===== src/rtl/usb_pkt_pkg.sv =====
// usb_pkt_pkg: PID/error codes, CRC residuals and CRC5 helper shared by rx and tx packet logic
package usb_pkt_pkg;

    typedef enum logic [3:0] {
        PID_OUT   = 4'h1,
        PID_IN    = 4'h9,
        PID_SOF   = 4'h5,
        PID_SETUP = 4'hD,
        PID_DATA0 = 4'h3,
        PID_DATA1 = 4'hB,
        PID_DATA2 = 4'h7,
        PID_MDATA = 4'hF,
        PID_ACK   = 4'h2,
        PID_NAK   = 4'hA,
        PID_STALL = 4'hE,
        PID_NYET  = 4'h6
    } pid_t;

    typedef enum logic [2:0] {
        ERR_NONE  = 3'd0,
        ERR_PID   = 3'd1,
        ERR_CRC   = 3'd2,
        ERR_LEN   = 3'd3,
        ERR_RXERR = 3'd4
    } err_t;

    localparam logic [4:0]  CRC5_RESIDUAL  = 5'b01100;
    localparam logic [15:0] CRC16_RESIDUAL = 16'h800D;

    // bits enter LSB-first; register kept in MSB-first polynomial form
    function automatic logic [4:0] crc5_byte(input logic [4:0] crc, input logic [7:0] data);
        logic [4:0] c;
        c = crc;
        for (int i = 0; i < 8; i++)
            c = {c[3:0], 1'b0} ^ ((data[i] ^ c[4]) ? 5'h05 : 5'h00);
        return c;
    endfunction

endpackage


===== src/rtl/usb_pkt_rx_if.sv =====
// usb_pkt_rx_if: UTMI receive stream in, decoded packet events out
interface usb_pkt_rx_if;
    logic [7:0]  rx_data;
    logic        rx_valid;
    logic        rx_active;
    logic        rx_error;
    logic        pid_valid;
    logic [3:0]  pid;
    logic        tok_valid;
    logic [6:0]  tok_addr;
    logic [3:0]  tok_endp;
    logic [10:0] frame_num;
    logic        hsk_valid;
    logic        dat_tvalid;
    logic [7:0]  dat_tdata;
    logic        dat_done;
    logic        dat_ok;
    logic        pkt_err;
    logic [2:0]  err_code;

    modport master (
        output rx_data, rx_valid, rx_active, rx_error,
        input  pid_valid, pid, tok_valid, tok_addr, tok_endp, frame_num, hsk_valid,
               dat_tvalid, dat_tdata, dat_done, dat_ok, pkt_err, err_code
    );

    modport slave (
        input  rx_data, rx_valid, rx_active, rx_error,
        output pid_valid, pid, tok_valid, tok_addr, tok_endp, frame_num, hsk_valid,
               dat_tvalid, dat_tdata, dat_done, dat_ok, pkt_err, err_code
    );
endinterface


===== src/rtl/usb_crc16.sv =====
// usb_crc16: byte-wide USB CRC16, bits taken LSB-first, poly 16'h8005
module usb_crc16 (
    input  logic        clk,
    input  logic        rst,
    input  logic        init,
    input  logic        en,
    input  logic [7:0]  data,
    output logic [15:0] crc
);
    logic [15:0] w_next;

    // fold one byte into the running remainder
    always_comb begin
        w_next = crc;
        for (int i = 0; i < 8; i++)
            w_next = {w_next[14:0], 1'b0} ^ ((data[i] ^ w_next[15]) ? 16'h8005 : 16'h0000);
    end

    // remainder register; init takes priority over a byte update
    always_ff @(posedge clk) begin
        if (rst || init) crc <= 16'hFFFF;
        else if (en)     crc <= w_next;
    end
endmodule


===== src/rtl/usb_pkt_rx.sv =====
// usb_pkt_rx: decodes UTMI rx bytes into PID, token, handshake and CRC-stripped data events
module usb_pkt_rx import usb_pkt_pkg::*; #(
    parameter int MAX_PKT = 64
) (
    input logic         clk,
    input logic         rst,
    usb_pkt_rx_if.slave bus
);
    localparam int CW = $clog2(MAX_PKT + 4);
    localparam logic [CW-1:0] CNT_TWO = CW'(2);
    localparam logic [CW-1:0] CNT_LIM = CW'(MAX_PKT + 2);
    localparam logic [CW-1:0] CNT_SAT = CW'(MAX_PKT + 3);

    localparam logic [2:0] S_IDLE = 3'd0;
    localparam logic [2:0] S_PID  = 3'd1;
    localparam logic [2:0] S_TOK  = 3'd2;
    localparam logic [2:0] S_DAT  = 3'd3;
    localparam logic [2:0] S_HSK  = 3'd4;
    localparam logic [2:0] S_DROP = 3'd5;

    function automatic logic [2:0] pid_state(input logic [3:0] p);
        case (p)
            PID_OUT, PID_IN, PID_SOF, PID_SETUP:       return S_TOK;
            PID_DATA0, PID_DATA1, PID_DATA2, PID_MDATA: return S_DAT;
            PID_ACK, PID_NAK, PID_STALL, PID_NYET:     return S_HSK;
            default:                                   return S_DROP;
        endcase
    endfunction

    logic [2:0]    r_state;
    logic          r_act_q;
    logic [CW-1:0] r_cnt;
    logic [10:0]   r_tok;
    logic [4:0]    r_crc5;
    logic [7:0]    r_d0, r_d1;
    logic [15:0]   w_crc16;

    // a byte carrying rx_error is discarded
    logic w_acc, w_rise, w_eop, w_pid_ok, w_tok_ok, w_dat_ok, w_active;
    assign w_acc    = bus.rx_valid & bus.rx_active & ~bus.rx_error;
    assign w_rise   = bus.rx_active & ~r_act_q;
    assign w_eop    = ~bus.rx_active & r_act_q;
    assign w_pid_ok = bus.rx_data[7:4] == ~bus.rx_data[3:0];
    assign w_tok_ok = (r_cnt == CNT_TWO) && (r_crc5 == CRC5_RESIDUAL);
    assign w_dat_ok = (r_cnt >= CNT_TWO) && (w_crc16 == CRC16_RESIDUAL);
    assign w_active = (r_state != S_IDLE) && (r_state != S_DROP);

    usb_crc16 u_crc16 (
        .clk  (clk),
        .rst  (rst),
        .init (r_state == S_PID && w_acc),
        .en   (r_state == S_DAT && w_acc),
        .data (bus.rx_data),
        .crc  (w_crc16)
    );

    // packet FSM; pulses default low, held fields change only on their strobe
    always_ff @(posedge clk) begin
        if (rst) begin
            r_state        <= S_IDLE;
            r_act_q        <= 1'b1;
            r_cnt          <= '0;
            r_tok          <= '0;
            r_crc5         <= 5'h1F;
            r_d0           <= '0;
            r_d1           <= '0;
            bus.pid_valid  <= 1'b0;
            bus.pid        <= '0;
            bus.tok_valid  <= 1'b0;
            bus.tok_addr   <= '0;
            bus.tok_endp   <= '0;
            bus.frame_num  <= '0;
            bus.hsk_valid  <= 1'b0;
            bus.dat_tvalid <= 1'b0;
            bus.dat_tdata  <= '0;
            bus.dat_done   <= 1'b0;
            bus.dat_ok     <= 1'b0;
            bus.pkt_err    <= 1'b0;
            bus.err_code   <= ERR_NONE;
        end else begin
            r_act_q        <= bus.rx_active;
            bus.pid_valid  <= 1'b0;
            bus.tok_valid  <= 1'b0;
            bus.hsk_valid  <= 1'b0;
            bus.dat_tvalid <= 1'b0;
            bus.dat_done   <= 1'b0;
            bus.dat_ok     <= 1'b0;
            bus.pkt_err    <= 1'b0;
            bus.err_code   <= ERR_NONE;
            if (bus.rx_error && w_active) begin
                bus.pkt_err  <= 1'b1;
                bus.err_code <= ERR_RXERR;
                bus.dat_done <= r_state == S_DAT;
                r_state      <= S_DROP;
            end else begin
                case (r_state)
                    S_IDLE: r_state <= w_rise ? S_PID : bus.rx_active ? S_DROP : S_IDLE;
                    S_PID: begin
                        if (w_acc && !w_pid_ok) begin
                            bus.pkt_err  <= 1'b1;
                            bus.err_code <= ERR_PID;
                            r_state      <= S_DROP;
                        end else if (w_acc) begin
                            bus.pid_valid <= 1'b1;
                            bus.pid       <= bus.rx_data[3:0];
                            r_cnt         <= '0;
                            r_crc5        <= 5'h1F;
                            r_state       <= pid_state(bus.rx_data[3:0]);
                        end else if (w_eop) begin
                            r_state <= S_IDLE;
                        end
                    end
                    S_TOK: begin
                        if (w_acc && r_cnt == CNT_TWO) begin
                            bus.pkt_err  <= 1'b1;
                            bus.err_code <= ERR_LEN;
                            r_state      <= S_DROP;
                        end else if (w_acc) begin
                            r_cnt  <= r_cnt + CW'(1);
                            r_crc5 <= crc5_byte(r_crc5, bus.rx_data);
                            if (r_cnt == '0) r_tok[7:0]  <= bus.rx_data;
                            else             r_tok[10:8] <= bus.rx_data[2:0];
                        end else if (w_eop) begin
                            bus.tok_valid <= w_tok_ok;
                            bus.pkt_err   <= !w_tok_ok;
                            bus.err_code  <= (r_cnt != CNT_TWO) ? ERR_LEN : w_tok_ok ? ERR_NONE : ERR_CRC;
                            if (w_tok_ok) begin
                                bus.tok_addr  <= r_tok[6:0];
                                bus.tok_endp  <= r_tok[10:7];
                                bus.frame_num <= r_tok;
                            end
                            r_state <= S_IDLE;
                        end
                    end
                    S_DAT: begin
                        if (w_acc && r_cnt == CNT_LIM) begin
                            bus.pkt_err  <= 1'b1;
                            bus.err_code <= ERR_LEN;
                            bus.dat_done <= 1'b1;
                            r_state      <= S_DROP;
                        end else if (w_acc) begin
                            r_cnt          <= (r_cnt == CNT_SAT) ? r_cnt : r_cnt + CW'(1);
                            bus.dat_tvalid <= r_cnt >= CNT_TWO;
                            bus.dat_tdata  <= r_d1;
                            r_d1           <= r_d0;
                            r_d0           <= bus.rx_data;
                        end else if (w_eop) begin
                            bus.dat_done <= 1'b1;
                            bus.dat_ok   <= w_dat_ok;
                            bus.pkt_err  <= !w_dat_ok;
                            bus.err_code <= (r_cnt < CNT_TWO) ? ERR_LEN : w_dat_ok ? ERR_NONE : ERR_CRC;
                            r_state      <= S_IDLE;
                        end
                    end
                    S_HSK: begin
                        if (w_acc) begin
                            bus.pkt_err  <= 1'b1;
                            bus.err_code <= ERR_LEN;
                            r_state      <= S_DROP;
                        end else if (w_eop) begin
                            bus.hsk_valid <= 1'b1;
                            r_state       <= S_IDLE;
                        end
                    end
                    S_DROP:  r_state <= bus.rx_active ? S_DROP : S_IDLE;
                    default: r_state <= S_IDLE;
                endcase
            end
        end
    end
endmodule


===== src/flat_wrapper.sv =====
// flat-port wrapper written by rule: the top's interface ports become plain ports
module usb_pkt_rx_flat import usb_pkt_pkg::*;
#(
    parameter int MAX_PKT = 64
)
  (clk, rst, bus_rx_data, bus_rx_valid, bus_rx_active, bus_rx_error, bus_pid_valid, bus_pid, bus_tok_valid, bus_tok_addr, bus_tok_endp, bus_frame_num, bus_hsk_valid, bus_dat_tvalid, bus_dat_tdata, bus_dat_done, bus_dat_ok, bus_pkt_err, bus_err_code);
  usb_pkt_rx_if bus_i ();
  input logic clk;
  input logic rst;
  input wire logic [$bits(bus_i.rx_data)-1:0] bus_rx_data;
  input wire logic [$bits(bus_i.rx_valid)-1:0] bus_rx_valid;
  input wire logic [$bits(bus_i.rx_active)-1:0] bus_rx_active;
  input wire logic [$bits(bus_i.rx_error)-1:0] bus_rx_error;
  output wire logic [$bits(bus_i.pid_valid)-1:0] bus_pid_valid;
  output wire logic [$bits(bus_i.pid)-1:0] bus_pid;
  output wire logic [$bits(bus_i.tok_valid)-1:0] bus_tok_valid;
  output wire logic [$bits(bus_i.tok_addr)-1:0] bus_tok_addr;
  output wire logic [$bits(bus_i.tok_endp)-1:0] bus_tok_endp;
  output wire logic [$bits(bus_i.frame_num)-1:0] bus_frame_num;
  output wire logic [$bits(bus_i.hsk_valid)-1:0] bus_hsk_valid;
  output wire logic [$bits(bus_i.dat_tvalid)-1:0] bus_dat_tvalid;
  output wire logic [$bits(bus_i.dat_tdata)-1:0] bus_dat_tdata;
  output wire logic [$bits(bus_i.dat_done)-1:0] bus_dat_done;
  output wire logic [$bits(bus_i.dat_ok)-1:0] bus_dat_ok;
  output wire logic [$bits(bus_i.pkt_err)-1:0] bus_pkt_err;
  output wire logic [$bits(bus_i.err_code)-1:0] bus_err_code;
  assign bus_i.rx_data = bus_rx_data;
  assign bus_i.rx_valid = bus_rx_valid;
  assign bus_i.rx_active = bus_rx_active;
  assign bus_i.rx_error = bus_rx_error;
  assign bus_pid_valid = bus_i.pid_valid;
  assign bus_pid = bus_i.pid;
  assign bus_tok_valid = bus_i.tok_valid;
  assign bus_tok_addr = bus_i.tok_addr;
  assign bus_tok_endp = bus_i.tok_endp;
  assign bus_frame_num = bus_i.frame_num;
  assign bus_hsk_valid = bus_i.hsk_valid;
  assign bus_dat_tvalid = bus_i.dat_tvalid;
  assign bus_dat_tdata = bus_i.dat_tdata;
  assign bus_dat_done = bus_i.dat_done;
  assign bus_dat_ok = bus_i.dat_ok;
  assign bus_pkt_err = bus_i.pkt_err;
  assign bus_err_code = bus_i.err_code;
  usb_pkt_rx #(.MAX_PKT(MAX_PKT)) u_core (.clk(clk), .rst(rst), .bus(bus_i));
endmodule

===== config.mk =====
export PLATFORM = sky130hd
export DESIGN_NAME = usb_pkt_rx_flat
export DESIGN_NICKNAME = d
export VERILOG_FILES = /design/src/rtl/usb_pkt_pkg.sv /design/src/rtl/usb_pkt_rx_if.sv /design/src/rtl/usb_crc16.sv /design/src/rtl/usb_pkt_rx.sv /design/src/flat_wrapper.sv
export SDC_FILE = /design/constraint.sdc
export NUM_CORES = 1
export LEC_CHECK = 0
export CORE_AREA = 2 2 77 152
export CTS_CLUSTER_SIZE = 8
export DETAILED_ROUTE_END_ITERATION = 7
export DIE_AREA = 0 0 79 154
export GPL_TIMING_DRIVEN = 1
export SETUP_SLACK_MARGIN = 0.4
export SYNTH_ARGS = -nofsm -noshare
export SYNTH_HDL_FRONTEND = slang
export SYNTH_SLANG_ARGS = --single-unit

===== constraint.sdc =====
create_clock -name clk -period 3.11 [get_ports clk]
set_input_delay 0.622 -clock clk [delete_from_list [all_inputs] [get_ports clk]]
set_output_delay 0.622 -clock clk [all_outputs]
set_load 0.03 [all_outputs]

; Yosys cells after proc, flatten, opt, wreduce, memory -nomap -nowiden
; Memories as Yosys holds them, arrays and structs flattened.
; Cells that the tools add are included.
[classes]
muxes = 69
addsub = 1
n_bitwise = 51
reduce_logical = 31
order_cmp = 2
n_eq_ne = 20
[op_table]
columns = op, count
row1 = 16-bit two-way mux, 8
row2 = 16-bit XOR, 8
row3 = 3-bit two-way mux, 27
row4 = 7-bit two-way mux, 7
row5 = 5-bit XOR, 8
row6 = 7-bit one-hot mux with 3 select lines, 1
row7 = 5-bit two-way mux, 4
row8 = 3-bit one-hot mux with 6 select lines, 1
row9 = 16-bit equality test (second input constant), 1
row10 = 1-bit XOR, 16
row11 = 1-bit two-way mux, 15
row12 = 7-bit equality test (second input constant), 2
row13 = 1-bit NOT, 14
row14 = 3-bit one-hot mux with 4 select lines, 1
row15 = 6-bit AND reduction, 2
row16 = 6-bit OR reduction, 2
row17 = 5-bit one-hot mux with 2 select lines, 1
row18 = 5-bit AND reduction, 2
row19 = 1-bit logical AND, 9
row20 = 9-bit AND reduction, 1
row21 = 2-bit != test (second input constant), 4
row22 = 4-bit AND reduction, 2
row23 = 7-bit by 1-bit adder with 7-bit output (second input constant), 1
row24 = 7-bit by 2-bit equality test with 1-bit output (second input constant), 1
row25 = 24 further kinds, 36
[totals]
mem_bits_ro = 48
out_inout_bits = 44
mem_count = 1
in_bits = 13
regBits = 103
[mem_list]
columns = name, depth, width, rd, rd_ports_with_merged_regs, write_ports, line
row1 = (no name shown), 16, 3, 1, 0, 0, usb_pkt_rx.sv:22  ; case (p)

; Longest topological paths before layout
; Gate-level depths: netlist of the first run.
[logic_depth]
word_depth = 27
depth_mapped = 9
depth_no_buf = 8

; Hierarchy
; A second synthesis of the first run with hierarchy kept.
[unflattened]
cells_unflattened = 482
area_unflattened_um2 = 4426.7
[modules_own_cells]
columns = mod, seq_area_each_um2, area_each_um2, instances, cells_each
row1 = usb_pkt_rx, 1521.5, 3602.2, 1, 392
row2 = usb_crc16, 320.3, 824.5, 1, 90

; Least setup slack after synthesis of the first run
; No wires, ideal clock.
[synth_timing]
path_type = input -> register
startpoint = input port bus_rx_data[4]
endpoint = register u_core.r_cnt[4]
setup_ps = 70
n_path_buf = 2
slack_ps = 729
arrival_time_ps = 2311
stages = 8
path_cell_list = buf_2 > xor2_1 > nand4_2 > o21ai_1 > or4b_4 > buf_6 > or3_1 > a21oi_1
[synth_between]
elab_chain_len = 5
[synth_rtl]
columns = element, line
row1 = "start, declared", flat_wrapper.sv:10  ; input wire logic [$bits(bus_i.rx_data)-1:0] bus_rx_data;
row2 = 4-bit equality test, usb_pkt_rx.sv:43  ; assign w_pid_ok = bus.rx_data[7:4] == ~bus.rx_data[3:0];
row3 = 1-bit zero test, usb_pkt_rx.sv:99  ; if (w_acc && !w_pid_ok) begin
row4 = 1-bit logical AND, usb_pkt_rx.sv:99
row5 = 2-bit != test (no line), n/a
row6 = 9-bit AND reduction (no line), n/a
row7 = "end signal, assigned", usb_pkt_rx.sv:119  ; r_cnt <= r_cnt + CW'(1);
row8 = "end signal, assigned", usb_pkt_rx.sv:142  ; r_cnt <= (r_cnt == CNT_SAT) ? r_cnt : r_cnt + CW'(1);
row9 = "end, declared", usb_pkt_rx.sv:32  ; logic [CW-1:0] r_cnt;
; No other way between the ends.
; A chain may end at the register's enable or synchronous reset.

; Worst setup path in the final report of the first run
[layout_timing]
startpoint = input port bus_rx_data[4]
endpoint = register u_core.r_cnt[5]
; Same word-level chain as after synthesis.

==> metrics.cfg, run 1 <==
[pwr]
peakVddDrop_mv=0.317
total_power_mw=2.66
internal_power_mw=2.04
clkPwrFrac_pct=44.9
p_leak_nw=2.13
seq_power_share_pct=45.5
pwr-share-comb_pct=9.6
switchingPower_uw=625
swShare_pct=23.5
p_per_area_nw_per_um2=502

[floorplan]
coreArea_um2=10900
die-area_um2=12200
die_x_um=79
die_h_um=154
rows=54
initial_core_util_pct=39.2
io_pins=57

[cells_and_area]
utilization_pct=48.4
drive_gt1_share_pct=8.14
n_antenna_cell=0
fin_nets=566
layout.cells.non_filler=693
fill_cells=1072
synthToLayoutAreaGrowth_pct=23.6

[critical_path]
r2r_setup_slack_ns=0.71
cp-end-kind=flop
path_max_fanout=11
start_kind=primary input
r2r-end=u_core.r_cnt[5]
cp_data_required_time_ns=3.37
worstRegToRegCells=8
worstReg2RegStart=u_core.r_cnt[0]
critPathKind=primary input to flop
cp.arrival_ns=2.82

[global_route]
grt_pass1_wl_um=17400
grt_pass1_vias=3446
overflow=0
grt_usage_pct=18.2
grt_max_degree=67
antenna_found_initial=0

[synth]
yosys_warnings=0
synth_area_leaders=dfxtp_1 43%, nand2_1 7.6%, mux2i_1 7.0%
synth-simple-area-share_pct=21.6
avgSynthCellArea_um2=8.59
synth_top_family_by_area=simple AND/OR/NAND/NOR gates
yosysSeqAreaShare_pct=43.0
synth_ff_type=dfxtp_1
synth_xor_area_share_pct=9.60
synth_cells=499
yosysTopAreaCellShare_pct=43.0
synth.distinct_cells=48
synth_compound_area_share_pct=11.4
synth-seq-cells=92
synthMuxAreaShare_pct=7.00
netlist_area_um2=4290
synth_fp_nets=517
synth_edf_count=0
synth_most_common_cell=dfxtp_1
async_reset_ff_share_pct=0
synthAdderAreaFrac_pct=1.46
synth_top_area_cell=dfxtp_1
synth_common_cells=92 x dfxtp_1, 87 x nand2_1, 45 x nor2_1, 38 x a21oi_1, 30 x mux2i_1

[route]
num_vias=3602
wl_per_cell_um=15.4
drtPass1Iterations=4
drc=0
ant_nets=0
avgViaCountPerCell=5.20
drt-initial-drc-count=260
drt_wl_total_um=10700

[sta]
setup_violations=0
hold_viol=0
relSlewSlack_pct=30.2
fin_setup_tns_ns=0
finalCritPeriodShare_pct=82.2
finClkSkew_ns=0.00889
tightestPinTransition_ns=1.04
clock.fmax_ghz=0.391
rsz0062_at_grt=false
drv_slew=0
finalCriticalPeriod_ns=2.56

[clocking]
cts.repair.resized=0
htree_levels=3
root_buffer=clkbuf_16
clk_path_buf_depth=2
post_cts_buffers=0
cts-hold-fix-buffers=0
cts.sink_count=92
cts_tree=done
numCtsBuffers=9
clk_pin_slew_ns=0.07
clk_latency_ns=0.34

[worst_hold_path]
min_path_cells=2
min_path_type=flop to flop
min_from=u_core.r_d0[7]
min_to=u_core.r_d1[7]

[placed_design]
dpl.hpwl_um=7860
io_buffers=56
placed_cells=677
gp_congestion=0.914

[status]
status=complete, no violations

[run]
maxCapViolCount=0

-- placed cells by master (no fill, tap or decap), drive strengths merged, types with 2 or more instances in the layout --
cell,n
nand2,87
a21o,4
clkinv,3
clkdlybuf4s50,55
nand3b,2
bufinv,2
a21oi,38
nor2b,4
buf,25
mux2i,30
or3,6
inv,8
a211o,2
ha,5
a31oi,4
o22ai,2
or2,2
nor4b,3
nor2,45
nor3,4
xor2,11
dfxtp,92
nand4,6
xor3,2
clkbuf,10
a32oi,3
nand2b,8
and2,4
o21ai,14
nand3,15
xnor2,28
nor4,6
o211ai,11
-- worst max path at each step --
stage / start / endpoint / slack [ns] / cells past startpoint
finish: bus_rx_data[4] / u_core.r_cnt[5] / 0.55 / 7
global route: bus_rx_data[4] / u_core.r_cnt[3] / 0.42 / 7
CTS: bus_rx_data[4] / u_core.r_cnt[5] / 0.56 / 7
detailed placement: bus_rx_data[4] / u_core.r_cnt[5] / 0.22 / 7
global placement: bus_rx_data[4] / u_core.r_cnt[3] / 0.26 / 7
floorplan: bus_rx_data[4] / u_core.r_cnt[4] / 0.73 / 8
-- power by group through the flow --
stage / combinational (mW) / clock, mW / sequential (mW)
2_1_floorplan: 0.190 / 0 / 1.23
3_3_place_gp: 0.252 / 0 / 1.24
3_5_place_dp: 0.255 / 0 / 1.24
4_1_cts: 0.256 / 1.22 / 1.21
5_1_grt: 0.279 / 1.29 / 1.21
6_report: 0.256 / 1.19 / 1.21
-- layout make-up --
type	instances	area (µm²)	share of cell area, %
Timing Repair Buffer	80	736	13.9
Clock inverter	6	95.1	1.79
Sequential cell	92	1840	34.7
Tap cell	140	175	3.31
Clock buffer	10	239	4.51
Inverter	7	26.3	0.496
Multi-Input combinational cell	358	2190	41.3
-- sequential cells by signal, indices dropped and copies added, names as in the netlist, 4 cells and up --
| register | cells |
|---|---|
| u_core.r_d0 | 8 |
| u_core.u_crc16.crc | 16 |
| u_core.r_crc5 | 5 |
| u_core.r_d1 | 8 |
| u_core.bus.dat_tdata | 8 |
| u_core.bus.pid | 4 |
| u_core.bus.frame_num | 11 |
| u_core.r_cnt | 7 |
| u_core.r_tok | 11 |
-- critical path, cell delays in order --
cell and delay [ns]:
clkdlybuf4s50_1 0.62, xor2_1 0.21, nand4_2 0.13, o21ai_1 0.16, or4b_4 0.54, or3_1 0.37, a21oi_1 0.16
-- cells by family after synthesis --
kind of cell	after synthesis
AOI/OAI and AO/OA	82
DFF	92
muxes	30
xor gates and xnor gates	42
and+or+nand+nor	199
buffers and inverters	49
adders and majority gates	5
-- through the flow --
| stage | hold slack (ns) | worst slack [ns] | cell area [µm²] |
|---|---|---|---|
| after floorplan | 0.432 | 0.729 | 4290 |
| after global placement | 0.441 | 0.256 | 4970 |
| after detailed placement | 0.449 | 0.218 | 4970 |
| after CTS | 0.455 | 0.560 | 5300 |
| after global routing | 0.458 | 0.415 | 5300 |
| final | 0.451 | 0.552 | 5300 |
-- routing by layer --
metal	GRT usage [%]	vias up	share of wire, %
li1	-	1783	-
met1	19.2	1696	38
met2	33.8	94	55
met3	3.29	29	3.3
met4	8.62	0	4.0
met5	0	-	0
(Power assumes the default switching activity.)
==> inputs of run 2 (changes only) <==
Clock period 3.11 ns to 2.5 ns, I/O delays scaled along.
==> run 2 against run 1 <==
  * First-iteration DRC count down 28%
  * Sequential share of layout area shrank 2.6 points
  * Cell area rose by 8.5%
  * Worst hold slack improved by 0.0018 ns
  * Sequential power rose by 24%
  * Sequential cell count unchanged
==> metrics.cfg, run 2 (synthesis gave the netlist of run 1 again) <==
[worst_hold_path]
min_path_type=flop to flop
min_path_cells=2  ; unchanged
min_to=u_core.bus.dat_tdata[5]
min_from=u_core.bus.dat_tdata[5]

[clocking]
cts-hold-fix-buffers=0  ; unchanged
htree_levels=3  ; unchanged
clk_path_buf_depth=2  ; unchanged
root_buffer=clkbuf_16
cts_tree=done
clk_pin_slew_ns=0.07  ; about the same
cts.sink_count=92  ; unchanged
numCtsBuffers=9  ; unchanged
clk_latency_ns=0.34  ; about the same

[cells_and_area]
layout_common_cells=89 x dfxtp_1, 86 x nand2_1, 61 x buf_4, 44 x clkdlybuf4s50_1, 43 x nor2_1
final_common_cell=dfxtp_1
layout.cells.non_filler=735  ; +6.1%
drive_gt1_share_pct=20.0  ; +12 points
utilization_pct=52.5  ; +4.1 points
reg.largest.list=u_core.u_crc16.crc: 16 flops, u_core.bus.frame_num: 11 flops, u_core.r_tok: 11 flops
fin_nets=608  ; +7.4%
fill_cells=1052  ; -1.9%
largest_reg_flops=16  ; unchanged
n_antenna_cell=0  ; unchanged
synthToLayoutAreaGrowth_pct=34.1
top_register=u_core.u_crc16.crc

[run]
maxCapViolCount=0  ; unchanged

[critical_path]
crit_chain=dlygate4sd2_1, buf_4, xnor2_2, xnor2_1, xnor3_2, xor2_2, xnor2_1, o211ai_1
path_max_fanout=4  ; -7
cpMaxStageDelayCell=xnor3_2
r2r-end=u_core.r_cnt[5]
critPathBufInv=2  ; +1
cp.arrival_ns=2.25  ; -0.57 ns
cp_data_required_time_ns=2.69  ; -0.68 ns
start_kind=primary input
crit_top_cell=xnor2_1
crit_start=bus_rx_data[6]
path_delay_family=XOR/XNOR gates
worstReg2RegStart=u_core.r_cnt[0]
worstRegToRegCells=8  ; unchanged
critPathKind=primary input to flop
critPathMaxStageDelay_ns=0.43  ; -0.19 ns
cp-end-kind=flop
r2r_setup_slack_ns=0.44  ; -0.27 ns

[floorplan]
rows=54  ; unchanged
coreArea_um2=10900  ; unchanged
die_h_um=154  ; unchanged
die_x_um=79  ; unchanged
io_pins=57  ; unchanged
die-area_um2=12200  ; unchanged
initial_core_util_pct=39.2  ; unchanged

[sta]
finClkSkew_ns=0.00931  ; +0.000414 ns
whs_ns=0.453  ; +0.00178 ns
setup_violations=0  ; unchanged
finalCritPeriodShare_pct=82.5
fin_setup_tns_ns=0  ; unchanged
finalCriticalPeriod_ns=2.06
tightestPinTransition_ns=0.697  ; -0.346 ns
rsz0062_at_grt=true
hold_viol=0  ; unchanged
relSlewSlack_pct=53.1  ; +23 points
clock.fmax_ghz=0.485
drv_slew=0  ; unchanged

[global_route]
grt_max_degree=35  ; -48%
grt_pass1_wl_um=18500  ; +6.7%
grt_usage_pct=19.6  ; +1.4 points
grt_pass1_vias=3700  ; +7.4%
antenna_found_initial=0  ; unchanged
overflow=0  ; unchanged

[placed_design]
gp_congestion=0.924  ; +1.1%
placed_cells=709  ; +4.7%
dpl.hpwl_um=8610  ; +9.6%
io_buffers=56  ; unchanged

[route]
drt-initial-drc-count=187  ; -28%
drt_wl_total_um=11600  ; +9.0%
ant_nets=0  ; unchanged
wl_per_cell_um=15.8  ; +2.7%
avgViaCountPerCell=5.13  ; -1.3%
num_vias=3769  ; +4.6%
drc=0  ; unchanged
drtPass1Iterations=4  ; unchanged

[pwr]
p_leak_nw=2.36  ; +11%
total_power_mw=3.19  ; +20%
peakVddDrop_mv=0.427  ; +34%
p_per_area_nw_per_um2=555  ; +10%

[status]
status=complete, no violations

-- run 2: cell types whose count changed in the layout (fill, tap and decap cells not counted), sizes merged --
| cell | before | now |
|---|---|---|
| buf | 25 | 66 |
| bufinv | 2 | 0 |
| clkbuf | 10 | 11 |
| clkdlybuf4s15 | 0 | 3 |
| clkdlybuf4s50 | 55 | 44 |
| clkinv | 3 | 2 |
| clkinvlp | 0 | 1 |
| dlygate4sd2 | 0 | 7 |
| inv | 8 | 10 |
| or4b | 1 | 2 |
-- run 2: per-layer routing --
layer  up-vias  part of all wire, %  GRT usage (%)
met1      1780                   38           20.6
met5         -                    0              0
li1       1866                    -              -
met2        91                   55           35.4
met3        32                  2.4           2.99
met4         0                  4.7           12.2
-- run 2: what timing repair did --
item / CTS / global route
pin swaps: 16 / 7
gates cloned: 1 / 0
setup endpoints to repair: 31 / 37
setup buffers: 8 / 1
resized for setup: 40 / 17
-- run 2: how the worst max path moves through the flow --
stage | to | slack, ns | cells after the start
floorplan | u_core.r_cnt[2] | 0.30 | 8
global placement | u_core.r_cnt[3] | -0.19 | 7
detailed placement | u_core.u_crc16.crc[15] | -0.26 | 7
CTS | u_core.u_crc16.crc[15] | 0.31 | 8
global route | u_core.u_crc16.crc[15] | 0.33 | 8
finish | u_core.u_crc16.crc[15] | 0.44 | 8
-- run 2: layout make-up --
type / instances / area [µm²] / area share, %
Clock buffer: 10 / 229 / 3.98
Clock inverter: 6 / 46.3 / 0.805
Inverter: 7 / 26.3 / 0.457
Multi-Input combinational cell: 359 / 2370 / 41.2
Sequential cell: 92 / 1850 / 32.1
Tap cell: 140 / 175 / 3.05
Timing Repair Buffer: 121 / 1050 / 18.3
-- run 2: metrics by stage --
step,setup slack (ns),area [µm²]
finish,0.437,5750
global route,0.333,5750
CTS,0.311,5680
detailed placement,-0.265,5230
global placement,-0.188,5230
floorplan,0.302,4310
-- run 2: power by group --
group	internal [mW]	switching (mW)	leakage (nW)
registers	1.48	0.0244	0.744
clock network	0.685	0.589	0.135
logic	0.198	0.218	1.48
-- run 2: tightest hold or removal path, cell delays in order (launching register included) --
cell and delay [ns]:
dfxtp_1 0.31, nand2_1 0.05, a21oi_1 0.05
==> inputs of run 3 (changes only) <==
Clock period 2.5 ns to 2 ns, I/O delays scaled along.
==> run 3 against run 2 <==
  * The flow now finishes with violations (setup timing)
  * Sequential cell count is the same
  * Sequential share of layout area shrank 2.8 points
  * Worst hold slack gained 0.0022 ns
  * Total power grew 30%
  * Critical path depth is the same
  * Utilization grew 5.5 points
  * Critical path type is now flop to flop
  * Critical endpoint is now u_core.r_cnt[5]
  * Highest routed layer unchanged
==> metrics.cfg, run 3 (synthesis gave the netlist of run 1 again) <==
[cells_and_area]
layout_common_cells=80 x dfxtp_1, 75 x buf_4, 69 x nand2_1, 51 x dlygate4sd2_1, 40 x nor2_1
multiInputGateArea_um2=2610  ; +10%
synthToLayoutAreaGrowth_pct=48.2
fin_nets=639  ; +5.1%
n_antenna_cell=0  ; unchanged
ff_latch_area_um2=1860  ; +0.88%
reg.largest.list=u_core.u_crc16.crc: 16 flops, u_core.bus.frame_num: 11 flops, u_core.r_tok: 11 flops
fill_cells=1004  ; -4.6%
largest_reg_flops=16  ; unchanged
fin_area_um2=6350  ; +10%
final_common_cell=dfxtp_1
top_register=u_core.u_crc16.crc
drive_gt1_share_pct=31.8  ; +12 points

[critical_path]
worstReg2RegStart=u_core.r_cnt[0]
path_delay_family=compound AO/OA/AOI/OAI gates
cp-end-kind=flop
critPathMaxStageDelay_ns=0.54  ; +0.11 ns
critPathKind=flop to flop
path_max_fanout=8  ; +4
worstRegToRegCells=8  ; unchanged
cp_data_required_time_ns=2.24  ; -0.45 ns
start_kind=flop
r2r-end=u_core.r_cnt[5]
cp.arrival_ns=2.33  ; +0.08 ns
r2r_setup_slack_ns=-0.09  ; -0.53 ns
critPathBufInv=2  ; unchanged
crit_chain=buf_4, ha_4, o211ai_1, a21oi_2, or4b_4, buf_4, o21ai_1, a21oi_2
cpMaxStageDelayCell=or4b_4

[worst_hold_path]
min_to=u_core.r_d1[3]
min_path_cells=2  ; unchanged
min_from=u_core.r_d0[3]
min_path_type=flop to flop

[route]
num_vias=3970  ; +5.3%
wl_per_cell_um=16.9  ; +7.0%
avgViaCountPerCell=5.18  ; +1.1%
drtPass1Iterations=5  ; +1
ant_nets=0  ; unchanged
drc=0  ; unchanged
drt_wl_total_um=13000  ; +12%
drt-initial-drc-count=240  ; +28%

[placed_design]
gp_congestion=0.910  ; -1.6%
dpl.hpwl_um=8840  ; +2.7%
dpl-instance-area_um2=5430  ; +3.8%
io_buffers=56  ; unchanged

[sta]
tightestPinTransition_ns=0.320  ; -0.376 ns
setup_slack_ns=-0.0902  ; -0.527 ns
whs_ns=0.455  ; +0.00224 ns
rsz0062_at_grt=true
clock.fmax_ghz=0.478
finClkSkew_ns=0.00855  ; -0.000754 ns
drv_slew=0  ; unchanged
finalCriticalPeriod_ns=2.09
finalCritPeriodShare_pct=105
relSlewSlack_pct=78.4  ; +25 points
setup_violations=6  ; +6
hold_viol=0  ; unchanged

[clocking]
htree_levels=3  ; unchanged
clk_pin_slew_ns=0.07  ; about the same
clk_latency_ns=0.35  ; about the same
numCtsBuffers=9  ; unchanged
cts-hold-fix-buffers=0  ; unchanged
clk_path_buf_depth=2  ; unchanged
cts.sink_count=92  ; unchanged
cts_tree=done
root_buffer=clkbuf_16

[global_route]
grt_pass1_wl_um=19700  ; +6.2%
grt_max_degree=68  ; +94%
grt_pass1_vias=3904  ; +5.5%
antenna_found_initial=0  ; unchanged
overflow=0  ; unchanged
grt_usage_pct=20.9  ; +1.3 points

[status]
status=finished, violations left
violations=setup timing

[floorplan]
die_h_um=154  ; unchanged
io_pins=57  ; unchanged
initial_core_util_pct=39.2  ; unchanged
die_x_um=79  ; unchanged
rows=54  ; unchanged
coreArea_um2=10900  ; unchanged
die-area_um2=12200  ; unchanged

[run]
maxCapViolCount=0  ; unchanged

[pwr]
p_leak_nw=2.96  ; +25%
peakVddDrop_mv=0.609  ; +43%
p_per_area_nw_per_um2=651  ; +17%

## run 3: per-layer routing
layer / vias to the layer above / global-route usage [%] / wire [µm]
li1: 1932 / - / -
met1: 1899 / 21.7 / 4670
met2: 99 / 38.9 / 7320
met3: 40 / 3.23 / 387
met4: 0 / 11.1 / 599
met5: - / 0 / 0
## run 3: worst max path at each step
stage | endpoint | depth (start not counted) | slack [ns] | startpoint
after global routing | u_core.r_cnt[5] | 8 | -0.18 | u_core.r_cnt[0]
after CTS | u_core.r_cnt[5] | 8 | -0.05 | u_core.r_cnt[0]
after detailed placement | u_core.r_cnt[4] | 8 | -0.64 | bus_rx_data[0]
after floorplan | u_core.r_cnt[2] | 8 | -0.1 | bus_rx_data[7]
final | u_core.r_cnt[5] | 8 | -0.09 | u_core.r_cnt[0]
after global placement | u_core.r_cnt[3] | 8 | -0.55 | bus_rx_data[0]
## run 3: worst reg2reg max path: stages (launching register included)
cell      delay, ns
dfxtp_2        0.33
buf_4          0.14
ha_4           0.16
o211ai_1       0.25
a21oi_2        0.10
or4b_4         0.54
buf_4          0.18
o21ai_1        0.19
a21oi_2        0.07
## run 3: through the flow
step / power, mW / worst slack [ns] / std cells / utilization, % / TNS (ns)
3_5_place_dp: 2.41 / -0.637 / 723 / 49.6 / -24.18
2_1_floorplan: 2.22 / -0.0971 / 499 / - / -0.422
6_report: 4.14 / -0.0902 / 766 / 58.0 / -0.401
3_3_place_gp: 2.40 / -0.552 / 723 / 49.6 / -22.64
5_1_grt: 4.29 / -0.181 / 766 / 58.0 / -1.05
4_1_cts: 4.14 / -0.0470 / 750 / 54.3 / -0.0838
## run 3: timing repair
action / CTS / global route
pin swaps: 25 / 31
setup endpoints to repair: 129 / 76
gates cloned: 0 / 4
gates resized for setup: 108 / 64
buffers inserted: 11 / 12
## run 3: final cells by class
cell class / instances / share of cell area, %
multi-input combinational: 358 / 41.0
sequential: 92 / 29.3
timing repair buffer: 153 / 21.8
clock buffer: 10 / 3.76
tap: 140 / 2.76
clock inverter: 6 / 0.906
inverter: 7 / 0.414
## run 3: power by group
part	total, mW	switching [mW]	internal [mW]
Sequential	1.87	0.0302	1.84
Combinational	0.598	0.298	0.300
Clock	1.67	0.769	0.898
Total	4.14	1.10	3.04
